<file path="src/rtl/controller_sam_pkg.sv">
// Shared definitions for the SAM controller: state encoding, strobe bit
// positions in b, opcode values and the control word for every state.
package controller_sam_pkg;

    typedef enum logic [3:0] {
        S_RST = 4'd0,
        S_F1  = 4'd1,
        S_FRW = 4'd2,
        S_FLT = 4'd3,
        S_F4  = 4'd4,
        S_DEC = 4'd5,
        S_BR  = 4'd6,
        S_RDW = 4'd7,
        S_RDL = 4'd8,
        S_LDX = 4'd9,
        S_ADX = 4'd10,
        S_ST1 = 4'd11,
        S_STW = 4'd12
    } state_t;

    localparam int unsigned BIT_PC_ABUS   = 21;
    localparam int unsigned BIT_IR_ABUS   = 20;
    localparam int unsigned BIT_MBR_ABUS  = 19;
    localparam int unsigned BIT_RBUS_AC   = 18;
    localparam int unsigned BIT_AC_ALUA   = 17;
    localparam int unsigned BIT_MBUS_ALUB = 16;
    localparam int unsigned BIT_ALU_ADD   = 15;
    localparam int unsigned BIT_ALU_PASSB = 14;
    localparam int unsigned BIT_MAR_ADDR  = 13;
    localparam int unsigned BIT_MBR_DATA  = 12;
    localparam int unsigned BIT_ABUS_IR   = 11;
    localparam int unsigned BIT_ABUS_MAR  = 10;
    localparam int unsigned BIT_DATA_MBR  = 9;
    localparam int unsigned BIT_RBUS_MBR  = 8;
    localparam int unsigned BIT_MBR_MBUS  = 7;
    localparam int unsigned BIT_PC_CLR    = 6;
    localparam int unsigned BIT_PC_INC    = 5;
    localparam int unsigned BIT_ABUS_PC   = 4;
    localparam int unsigned BIT_RW        = 3;
    localparam int unsigned BIT_REQUEST   = 2;
    localparam int unsigned BIT_AC_RBUS   = 1;
    localparam int unsigned BIT_ALU_RBUS  = 0;

    localparam logic [1:0] OP_LOAD  = 2'b00;
    localparam logic [1:0] OP_STORE = 2'b01;
    localparam logic [1:0] OP_ADD   = 2'b10;
    localparam logic [1:0] OP_BRN   = 2'b11;

    // Control words are assembled from the named strobes so each state's
    // intent is readable; wait states share address/RW with their latch state.
    localparam logic [21:0] BVAL_RST = (22'd1 << BIT_PC_CLR);
    localparam logic [21:0] BVAL_F1  = (22'd1 << BIT_PC_ABUS) | (22'd1 << BIT_ABUS_MAR);
    localparam logic [21:0] BVAL_FRW = (22'd1 << BIT_MAR_ADDR) | (22'd1 << BIT_RW)
                                     | (22'd1 << BIT_REQUEST);
    localparam logic [21:0] BVAL_FLT = (22'd1 << BIT_MAR_ADDR) | (22'd1 << BIT_DATA_MBR)
                                     | (22'd1 << BIT_PC_INC) | (22'd1 << BIT_RW);
    localparam logic [21:0] BVAL_F4  = (22'd1 << BIT_MBR_ABUS) | (22'd1 << BIT_ABUS_IR);
    localparam logic [21:0] BVAL_DEC = (22'd1 << BIT_IR_ABUS) | (22'd1 << BIT_ABUS_MAR);
    localparam logic [21:0] BVAL_BR  = (22'd1 << BIT_IR_ABUS) | (22'd1 << BIT_ABUS_PC);
    localparam logic [21:0] BVAL_RDW = BVAL_FRW;
    localparam logic [21:0] BVAL_RDL = (22'd1 << BIT_MAR_ADDR) | (22'd1 << BIT_DATA_MBR)
                                     | (22'd1 << BIT_RW);
    localparam logic [21:0] BVAL_LDX = (22'd1 << BIT_RBUS_AC) | (22'd1 << BIT_MBUS_ALUB)
                                     | (22'd1 << BIT_ALU_PASSB) | (22'd1 << BIT_MBR_MBUS)
                                     | (22'd1 << BIT_ALU_RBUS);
    localparam logic [21:0] BVAL_ADX = (22'd1 << BIT_RBUS_AC) | (22'd1 << BIT_AC_ALUA)
                                     | (22'd1 << BIT_MBUS_ALUB) | (22'd1 << BIT_ALU_ADD)
                                     | (22'd1 << BIT_MBR_MBUS) | (22'd1 << BIT_ALU_RBUS);
    localparam logic [21:0] BVAL_ST1 = (22'd1 << BIT_RBUS_MBR) | (22'd1 << BIT_AC_RBUS);
    localparam logic [21:0] BVAL_STW = (22'd1 << BIT_MAR_ADDR) | (22'd1 << BIT_MBR_DATA)
                                     | (22'd1 << BIT_REQUEST);

endpackage

</file>
<file path="src/rtl/controller_sam.sv">
// Moore control unit for the SAM datapath: fetch, decode and the
// LOAD/STORE/ADD/BRN execute sequences, with unbounded memory waits.
module controller_sam
    import controller_sam_pkg::*;
(
    input  logic        clk,
    input  logic        rst,
    input  logic        mem_wait,
    input  logic        ir15,
    input  logic        ac15,
    input  logic        ir14,
    output logic [21:0] b
);

    state_t     state;
    state_t     state_next;
    logic [1:0] opcode;

    assign opcode = {ir15, ir14};

    always_ff @(posedge clk) begin
        if (rst)
            state <= S_RST;
        else
            state <= state_next;
    end

    // mem_wait only matters in the three wait states; the opcode is looked
    // at in DEC and again in RDL to pick the execute step.
    always_comb begin
        state_next = state;
        unique case (state)
            S_RST: state_next = S_F1;
            S_F1:  state_next = S_FRW;
            S_FRW: state_next = mem_wait ? S_FRW : S_FLT;
            S_FLT: state_next = S_F4;
            S_F4:  state_next = S_DEC;
            S_DEC: begin
                unique case (opcode)
                    OP_LOAD, OP_ADD: state_next = S_RDW;
                    OP_STORE:        state_next = S_ST1;
                    default:         state_next = ac15 ? S_BR : S_F1;
                endcase
            end
            S_RDW: state_next = mem_wait ? S_RDW : S_RDL;
            S_RDL: state_next = (opcode == OP_ADD) ? S_ADX : S_LDX;
            S_LDX, S_ADX, S_BR: state_next = S_F1;
            S_ST1: state_next = S_STW;
            S_STW: state_next = mem_wait ? S_STW : S_F1;
            default: state_next = S_RST;
        endcase
    end

    always_comb begin
        b = BVAL_RST;
        unique case (state)
            S_RST: b = BVAL_RST;
            S_F1:  b = BVAL_F1;
            S_FRW: b = BVAL_FRW;
            S_FLT: b = BVAL_FLT;
            S_F4:  b = BVAL_F4;
            S_DEC: b = BVAL_DEC;
            S_BR:  b = BVAL_BR;
            S_RDW: b = BVAL_RDW;
            S_RDL: b = BVAL_RDL;
            S_LDX: b = BVAL_LDX;
            S_ADX: b = BVAL_ADX;
            S_ST1: b = BVAL_ST1;
            S_STW: b = BVAL_STW;
            default: b = BVAL_RST;
        endcase
    end

endmodule

</file>
<file path="config.mk">
export PLATFORM = sky130hd
export DESIGN_NAME = controller_sam
export DESIGN_NICKNAME = d
export VERILOG_FILES = /design/src/rtl/controller_sam_pkg.sv /design/src/rtl/controller_sam.sv
export SDC_FILE = /design/constraint.sdc
export NUM_CORES = 1
export LEC_CHECK = 0
export CORE_MARGIN = 8
export CORE_UTILIZATION = 28
export DETAILED_ROUTE_END_ITERATION = 6
export SLEW_MARGIN = 25
export SYNTH_ARGS = -nofsm -noshare
export SYNTH_HDL_FRONTEND = slang
export SYNTH_SLANG_ARGS = --single-unit
</file>
<file path="constraint.sdc">
create_clock -name clk -period 1.9 [get_ports clk]
set_input_delay 0.38 -clock clk [delete_from_list [all_inputs] [get_ports clk]]
set_output_delay 0.38 -clock clk [all_outputs]
set_load 0.03 [all_outputs]
</file>
==> implementation parameters, run 1 <==
Parameter                              Value

Outcome
  Result of the run ... complete, no violations

Routing
  Total wirelength of the detailed-routed design ... 2930 um
  DR iter-0 viols ... 35
  Pre-antenna DRT Iters ... 6
  Number of DRC violations after detailed routing ... 0
  DR vias ... 981
  Routed WL per cell ... 13.6 um
  Via density ... 4.54
  Remaining antenna violation count after routing ... 0

Clock tree
  Total number of clock tree sinks ... 20
  Worst-case clock buffer depth ... 2
  H-tree level count ... 1
  Number of buffers inserted during clock tree synthesis ... 3
  Clock transition at the registers of the reported paths ... 70 ps
  Clock insertion delay at the later pin of the skew report ... 250 ps
  Clock Tree Root ... sky130_fd_sc_hd__clkbuf_8
  CTS tree ... done

Setup path
  CP Data Arrival Time ... 2000 ps
  Worst setup SP type ... primary input
  Type of the worst setup path ... primary input to flop
  Worst-path fanout max ... 4
  Required time of the worst setup path ... 2040 ps
  Endpoint class of the critical path ... flop

Power and ir drop
  Standby leakage power ... 0.755 nW
  Cell area power density ... 1320 nW/um^2
  IR Drop Worst-Case VDD ... 0.536 mV
  Overall power consumption ... 2.54 mW

Cells and area
  Post-layout instance count excluding filler cells ... 216
  Count of nets after finishing ... 177
  Fillers ... 365
  Sequential Area ... 413 sq um
  Number of antenna cells inserted ... 0
  Share of cells above drive strength 1 ... 50.6%
  Post-route design area ... 1920 sq um
  Layout area overhead ... 72.0%
  Footprint of the multi-input gates ... 734 sq um

Timing
  Worst setup skew after layout ... 2.24 ps
  Transition time at the pin with the least slew margin ... 341 ps
  Period utilisation layout ... 98.2%
  Final critical-path required period ... 1870 ps
  RSZ-0062 raised after global routing ... true
  Final setup violating endpoints ... 0
  Maximum clock frequency ... 536 MHz
  Tightest hold margin ... 696 ps
  Relative slew slack ... 77.2%
  Setup ws final ... 33.3 ps
  Slew Viols, Final ... 0
  Hold violation count in the final report ... 0

Logic synthesis
  Flip-flop and latch count after synthesis ... 20
  Number of warnings issued by yosys ... 0
  Complex-gate fraction of the synthesized area ... 18.4%
  Combinational family with the most area after synthesis ... simple AND/OR/NAND/NOR gates
  Cell taking the most area after synthesis ... sky130_fd_sc_hd__dfxtp_1
  Synth top area cells ... sky130_fd_sc_hd__dfxtp_1, sky130_fd_sc_hd__buf_4, sky130_fd_sc_hd__ha_1
  Simple-gate area share of the yosys netlist ... 27.9%
  Asr flop ratio synth ... 0%
  Post-synthesis sequential area ratio ... 35.9%
  Most used flip-flop cell after synthesis ... sky130_fd_sc_hd__dfxtp_1
  Cells after synthesis ... 107
  Post-Synth XOR/XNOR Area ... 0.785%
  Number of enable flip-flop cells after synthesis ... 0
  Multiplexer share of the synthesized area ... 2.69%
  Mean cell area of the mapped netlist ... 10.4 sq um
  Total standard cell area after synthesis ... 1120 sq um
  Yosys cell types ... 50
  Area share of the largest cell type after synthesis ... 35.9%
  Total nets after synthesis ... 117
  Synthesized-area fraction occupied by adder cells ... 4.48%

Global routing
  Overall routing resource usage ... 8.90%
  Vias in the first global route ... 1,017
  Antenna violations before repair ... 0
  Maximum number of pins on one net before global-route repair ... 13
  Grt total ovfl ... 0
  First-pass GRT wire length ... 4530 um

Placement
  Worst setup slack before clock tree synthesis ... -596 ps
  Total of buffers placed on input and output ports ... 27
  Cell count after placement ... 203
  Last weighted congestion value of the routability-driven placer ... 0.834
  Cell Area, Placed ... 1630 sq um
  DPL Wire Length ... 2180 um

Floorplanning
  Area enclosed by the die boundary ... 6260 sq um
  Area of the placeable core ... 3910 sq um
  Number of standard-cell rows in the floorplan ... 23
  Die Wd ... 79.1 um
  Height of the die ... 79.1 um
  I/O pin cnt ... 28
  Starting utilization of the core area ... 28.5%

Run
  Max cap viols ... 0

Worst hold path
  Path class of the lowest-slack min-delay path ... flop to flop
==> report_power, final <==
group	internal, mW	switching, mW	total [mW]	leakage (nW)
sequential	0.530	0.0668	0.597	0.166
clock	0.281	0.131	0.412	0.0357
combinational	0.800	0.729	1.53	0.554
==> registers in the layout, summed over array words and instances, names as in the netlist <==
signal	flops
b	16
state	4
==> worst paths after layout <==
check                           startpoint       end  slack, ps  cells after the start
worst max-delay path                  ir15     b[13]         30                      9
worst min-delay path              state[3]  state[1]        700                      2
worst max register to register    state[1]     b[13]         40                      8
worst min register to register    state[3]  state[1]        700                      2
==> kinds of logic after synthesis <==
group	after synthesis
adder cells (fa/ha/maj)	4
AO/OA/AOI/OAI	22
multiplexers	3
flip-flops	20
XOR/XNOR	1
AND/OR/NAND/NOR	40
buffers and inverters	17
==> synthesized netlist by cell type, types with 2 or more instances <==
library cell / instances
sky130_fd_sc_hd__dfxtp_1: 20
sky130_fd_sc_hd__buf_4: 8
sky130_fd_sc_hd__and2_1: 4
sky130_fd_sc_hd__ha_1: 4
sky130_fd_sc_hd__inv_1: 4
sky130_fd_sc_hd__nor2b_1: 4
sky130_fd_sc_hd__a21oi_1: 3
sky130_fd_sc_hd__mux2i_1: 3
sky130_fd_sc_hd__nand2_1: 3
sky130_fd_sc_hd__nor2_1: 3
sky130_fd_sc_hd__o21ai_1: 3
sky130_fd_sc_hd__and3_1: 2
sky130_fd_sc_hd__buf_6: 2
sky130_fd_sc_hd__inv_2: 2
sky130_fd_sc_hd__nand2_2: 2
sky130_fd_sc_hd__nand3_1: 2
sky130_fd_sc_hd__nand3b_1: 2
sky130_fd_sc_hd__nor3b_1: 2
sky130_fd_sc_hd__nor4_1: 2
sky130_fd_sc_hd__or3_4: 2
==> worst max-delay path: stages <==
cell	delay (ps)
sky130_fd_sc_hd__clkdlybuf4s15_1	180
sky130_fd_sc_hd__inv_1	50
sky130_fd_sc_hd__o311a_1	330
sky130_fd_sc_hd__a211o_1	310
sky130_fd_sc_hd__o21bai_4	190
sky130_fd_sc_hd__inv_2	90
sky130_fd_sc_hd__ha_4	180
sky130_fd_sc_hd__a22oi_2	160
sky130_fd_sc_hd__mux2i_1	110
==> area by class of cell <==
| cell class | count | share of cell area, % |
|---|---|---|
| Multi-Input combinational cell | 70 | 38.3 |
| Clock buffer | 3 | 2.15 |
| Inverter | 6 | 1.30 |
| Sequential cell | 20 | 21.5 |
| Clock inverter | 1 | 1.56 |
| Tap cell | 50 | 3.26 |
| Timing Repair Buffer | 66 | 31.9 |
==> stage by stage <==
stage               TNS, ps  util [%]
finish                    0      49.0
global route           -143      49.0
CTS                       0      47.0
detailed placement    -7630      41.6
global placement      -7380      41.6
floorplan                 0         -
==> metal layers <==
layer  share of wire [%]  GRT usage [%]  vias up
met5                   0              0        -
met4                 1.2           2.04        0
met3                 5.6           3.05        4
met2                  56           17.7       21
met1                  37           8.36      461
li1                    -              -      495
==> cells in the final DEF (no fill, tap or decap), types with 2 or more instances in the layout <==
cell / count
sky130_fd_sc_hd__nand3b_1: 2
sky130_fd_sc_hd__mux2i_1: 2
sky130_fd_sc_hd__nor2_1: 2
sky130_fd_sc_hd__nor2b_1: 4
sky130_fd_sc_hd__or3_4: 2
sky130_fd_sc_hd__nand3_1: 2
sky130_fd_sc_hd__o21ai_1: 3
sky130_fd_sc_hd__clkdlybuf4s50_1: 23
sky130_fd_sc_hd__nand2_1: 3
sky130_fd_sc_hd__buf_6: 7
sky130_fd_sc_hd__and2_1: 4
sky130_fd_sc_hd__nor4b_4: 2
sky130_fd_sc_hd__inv_2: 3
sky130_fd_sc_hd__buf_12: 2
sky130_fd_sc_hd__buf_4: 30
sky130_fd_sc_hd__clkbuf_8: 3
sky130_fd_sc_hd__nor2_2: 2
sky130_fd_sc_hd__a21oi_2: 3
sky130_fd_sc_hd__inv_1: 2
sky130_fd_sc_hd__clkdlybuf4s15_1: 3
sky130_fd_sc_hd__dfxtp_1: 16
sky130_fd_sc_hd__nand2_4: 2
sky130_fd_sc_hd__a22oi_2: 2
sky130_fd_sc_hd__ha_4: 4
sky130_fd_sc_hd__dfxtp_4: 3
==> what timing repair did <==
item / CTS / global route
setup endpoints to repair: 16 / 10
hold buffers: 0 / 0
buffers inserted: 7 / 2
pin swaps: 10 / 11
cloned: 0 / 0
hold endpoints to repair: 0 / 0
gates resized for setup: 20 / 19
No activity file was read; power rests on OpenSTA's default activity.
==> run 2, diff against run 1 <==
- MAX_ROUTING_LAYER: not set -> met4
- TNS_END_PERCENT: not set -> 10
==> run 2 against run 1 <==
Utilization shrank 0.83 points; power shrank 2.0%; via count decreased by 1.1%; combinational power shrank 3%; fmax down 0.40%; critical path type is now flop to flop; critical endpoint is now b[6]; highest routed layer unchanged.
==> implementation parameters, run 2 (same netlist as run 1, synthesis figures left out) <==
Parameter                              Value

Power and ir drop
  Net switching power ... 906 uW (was 926 uW)
  IR Drop Worst-Case VDD ... 0.501 mV (was 0.536 mV)
  Cell area power density ... 1320 nW/um^2 (about the same)
  Proportion of power drawn by the clock network ... 16.6% (was 16.2%)
  Part of the total power dissipated in sequential elements ... 23.8% (was 23.5%)
  Standby leakage power ... 0.735 nW (was 0.755 nW)
  Internal portion of total power ... 1.58 mW (was 1.61 mW)
  Combinational power share ... 59.6% (was 60.2%)
  Switching fraction of total power ... 36.5% (about the same)

Timing
  Final setup violating endpoints ... 0 (unchanged)
  Relative slew slack ... 76.9% (was 77.2%)
  Maximum clock frequency ... 534 MHz (was 536 MHz)
  Worst setup skew after layout ... 1.85 ps (was 2.24 ps)
  Hold violation count in the final report ... 0 (unchanged)
  RSZ-0062 raised after global routing ... true (unchanged)
  Period utilisation layout ... 98.6% (was 98.2%)
  Slew Viols, Final ... 0 (unchanged)
  Transition time at the pin with the least slew margin ... 345 ps (was 341 ps)
  Final critical-path required period ... 1870 ps (about the same)

Floorplanning
  I/O pin cnt ... 28 (unchanged)
  Area enclosed by the die boundary ... 6260 sq um (unchanged)
  Height of the die ... 79.1 um (unchanged)
  Starting utilization of the core area ... 28.5% (unchanged)
  Number of standard-cell rows in the floorplan ... 23 (unchanged)
  Die Wd ... 79.1 um (unchanged)
  Area of the placeable core ... 3910 sq um (unchanged)

Setup path
  R2r setup slk ... 30 ps (was 40 ps)
  Type of the worst setup path ... flop to flop (was primary input to flop)
  Buffers plus inverters on the worst setup path ... 3 (unchanged)
  Required time of the worst setup path ... 2050 ps (was 2040 ps)
  Endpoint class of the critical path ... flop (unchanged)
  Cells traversed along the worst timing path ... buf_12 > xnor2_1 > or3_4 > a31oi_4 > inv_2 > ha_4 > buf_4 > a22o_1 (was clkdlybuf4s15_1 > inv_1 > o311a_1 > a211o_1 > o21bai_4 > inv_2 > ha_4 > a22oi_2 > mux2i_1)
  Worst setup SP type ... flop (was primary input)
  Delay of the slowest critical-path stage ... 370 ps (was 330 ps)
  Family with the most delay on the worst path ... compound AO/OA/AOI/OAI gates (unchanged)
  CP Data Arrival Time ... 2020 ps (was 2000 ps)
  Cell at the slowest stage of the critical path ... sky130_fd_sc_hd__or3_4 (was sky130_fd_sc_hd__o311a_1)
  Worst-path fanout max ... 10 (was 4)

Cells and area
  Highest-count cells in the layout ignoring fill and taps ... sky130_fd_sc_hd__buf_4, sky130_fd_sc_hd__clkdlybuf4s50_1, sky130_fd_sc_hd__dfxtp_1 (unchanged)
  Commonest non-fill, non-tap cell in the layout ... sky130_fd_sc_hd__buf_4 (unchanged)
  Max FFs per register ... 16 (unchanged)
  Fillers ... 372 (was 365)
  Number of antenna cells inserted ... 0 (unchanged)
  Count of nets after finishing ... 176 (was 177)
  Layout area overhead ... 69.1% (was 72.0%)
  Share of cells above drive strength 1 ... 50.3% (was 50.6%)
  Post-route design area ... 1890 sq um (was 1920 sq um)
  Post-layout instance count excluding filler cells ... 215 (was 216)

Outcome
  Result of the run ... complete, no violations (unchanged)

Routing
  Pre-antenna DRT Iters ... 4 (was 6)
  Total wirelength of the detailed-routed design ... 2870 um (was 2930 um)
  Number of DRC violations after detailed routing ... 0 (unchanged)
  Remaining antenna violation count after routing ... 0 (unchanged)
  DR vias ... 970 (was 981)
  Routed WL per cell ... 13.4 um (was 13.6 um)
  Via density ... 4.51 (was 4.54)
  DR iter-0 viols ... 36 (was 35)

Placement
  Total of buffers placed on input and output ports ... 27 (unchanged)
  Cell Area, Placed ... 1630 sq um (unchanged)
  Cell count after placement ... 203 (unchanged)
  DPL Wire Length ... 2180 um (unchanged)
  Last weighted congestion value of the routability-driven placer ... 0.847 (was 0.834)

Clock tree
  Clock insertion delay at the later pin of the skew report ... 250 ps (about the same)
  Clock Tree Root ... sky130_fd_sc_hd__clkbuf_8 (unchanged)
  Total number of clock tree sinks ... 20 (unchanged)
  Number of buffers inserted during clock tree synthesis ... 3 (unchanged)
  Clock transition at the registers of the reported paths ... 70 ps (about the same)
  Number of buffers inserted by hold repair at cts ... 0 (unchanged)
  H-tree level count ... 1 (unchanged)
  CTS tree ... done (unchanged)
  Worst-case clock buffer depth ... 2 (unchanged)

Global routing
  First-pass GRT wire length ... 4530 um (about the same)
  Grt total ovfl ... 0 (unchanged)
  Overall routing resource usage ... 9.15% (was 8.90%)
  Vias in the first global route ... 1,017 (unchanged)
  Maximum number of pins on one net before global-route repair ... 13 (unchanged)
  Antenna violations before repair ... 0 (unchanged)

Worst hold path
  Path class of the lowest-slack min-delay path ... flop to flop (unchanged)

Run
  Max cap viols ... 0 (unchanged)
-- run 2: cell count changes in the layout (fill, tap and decap cells not counted) --
cell                      change
sky130_fd_sc_hd__buf_4        +3
sky130_fd_sc_hd__nand2_4      -2
sky130_fd_sc_hd__buf_6        -4
sky130_fd_sc_hd__nand2_2      +2
-- run 2: routing by layer --
| layer | up-vias | share of wire, % | global-route usage, % |
|---|---|---|---|
| met5 | - | 0 | - |
| met4 | 0 | 1.0 | 2.04 |
| met3 | 4 | 5.3 | 3.05 |
| met2 | 19 | 56 | 17.7 |
| met1 | 454 | 37 | 8.36 |
| li1 | 493 | - | - |
-- run 2: stage by stage --
| step | setup TNS (ps) | setup WS, ps | power [mW] | utilization [%] | hold slack (ps) |
|---|---|---|---|---|---|
| floorplan | 0 | 10.5 | 1.34 | - | 629 |
| global placement | -7380 | -548 | 1.78 | 41.6 | 774 |
| detailed placement | -7630 | -596 | 1.81 | 41.6 | 780 |
| CTS | 0 | 6.11 | 2.42 | 47.0 | 732 |
| global route | -221 | -61.9 | 2.64 | 48.2 | 730 |
| finish | 0 | 25.8 | 2.49 | 48.2 | 703 |
-- run 2: repair_timing --
action,in CTS,in global routing
setup endpoints to repair,16,10
pin swaps,10,9
resized for setup,20,13
setup buffers,7,1
-- run 2: power by group through the flow --
stage	registers, mW	clock network (mW)	logic [mW]
floorplan	0.704	0	0.638
global placement	0.585	0	1.20
detailed placement	0.584	0	1.22
CTS	0.586	0.422	1.41
global route	0.602	0.452	1.58
finish	0.592	0.412	1.48
-- run 2: final timing paths --
kind | from | end | depth (start not counted)
worst min register to register | state[3] | state[1] | 2
worst min-delay path | state[3] | state[1] | 2
worst max register to register | state[1] | b[6] | 8
worst max-delay path | state[1] | b[6] | 8
-- run 2: final cells by class --
class / count / area [sq um] / area share (%)
clock buffer: 3 / 41.3 / 2.19
clock inverter: 1 / 30.0 / 1.59
inverter: 6 / 25.0 / 1.33
multi-input combinational: 70 / 724 / 38.4
sequential: 20 / 413 / 21.9
tap: 50 / 62.6 / 3.32
timing repair buffer: 65 / 591 / 31.3
-- run 2: worst reg2reg max path, stage by stage (launching register included) --
cell                      delay, ps
sky130_fd_sc_hd__dfxtp_4        360
sky130_fd_sc_hd__buf_12         130
sky130_fd_sc_hd__xnor2_1        130
sky130_fd_sc_hd__or3_4          370
sky130_fd_sc_hd__a31oi_4        190
sky130_fd_sc_hd__inv_2           90
sky130_fd_sc_hd__ha_4           170
sky130_fd_sc_hd__buf_4          130
sky130_fd_sc_hd__a22o_1         200
==> run 3, diff against run 2 <==
- ABC_CLOCK_PERIOD_IN_PS: not set -> 1900
==> results of run 3 <==
No change in the layout: final DEF, timing and power equal those of run 2.
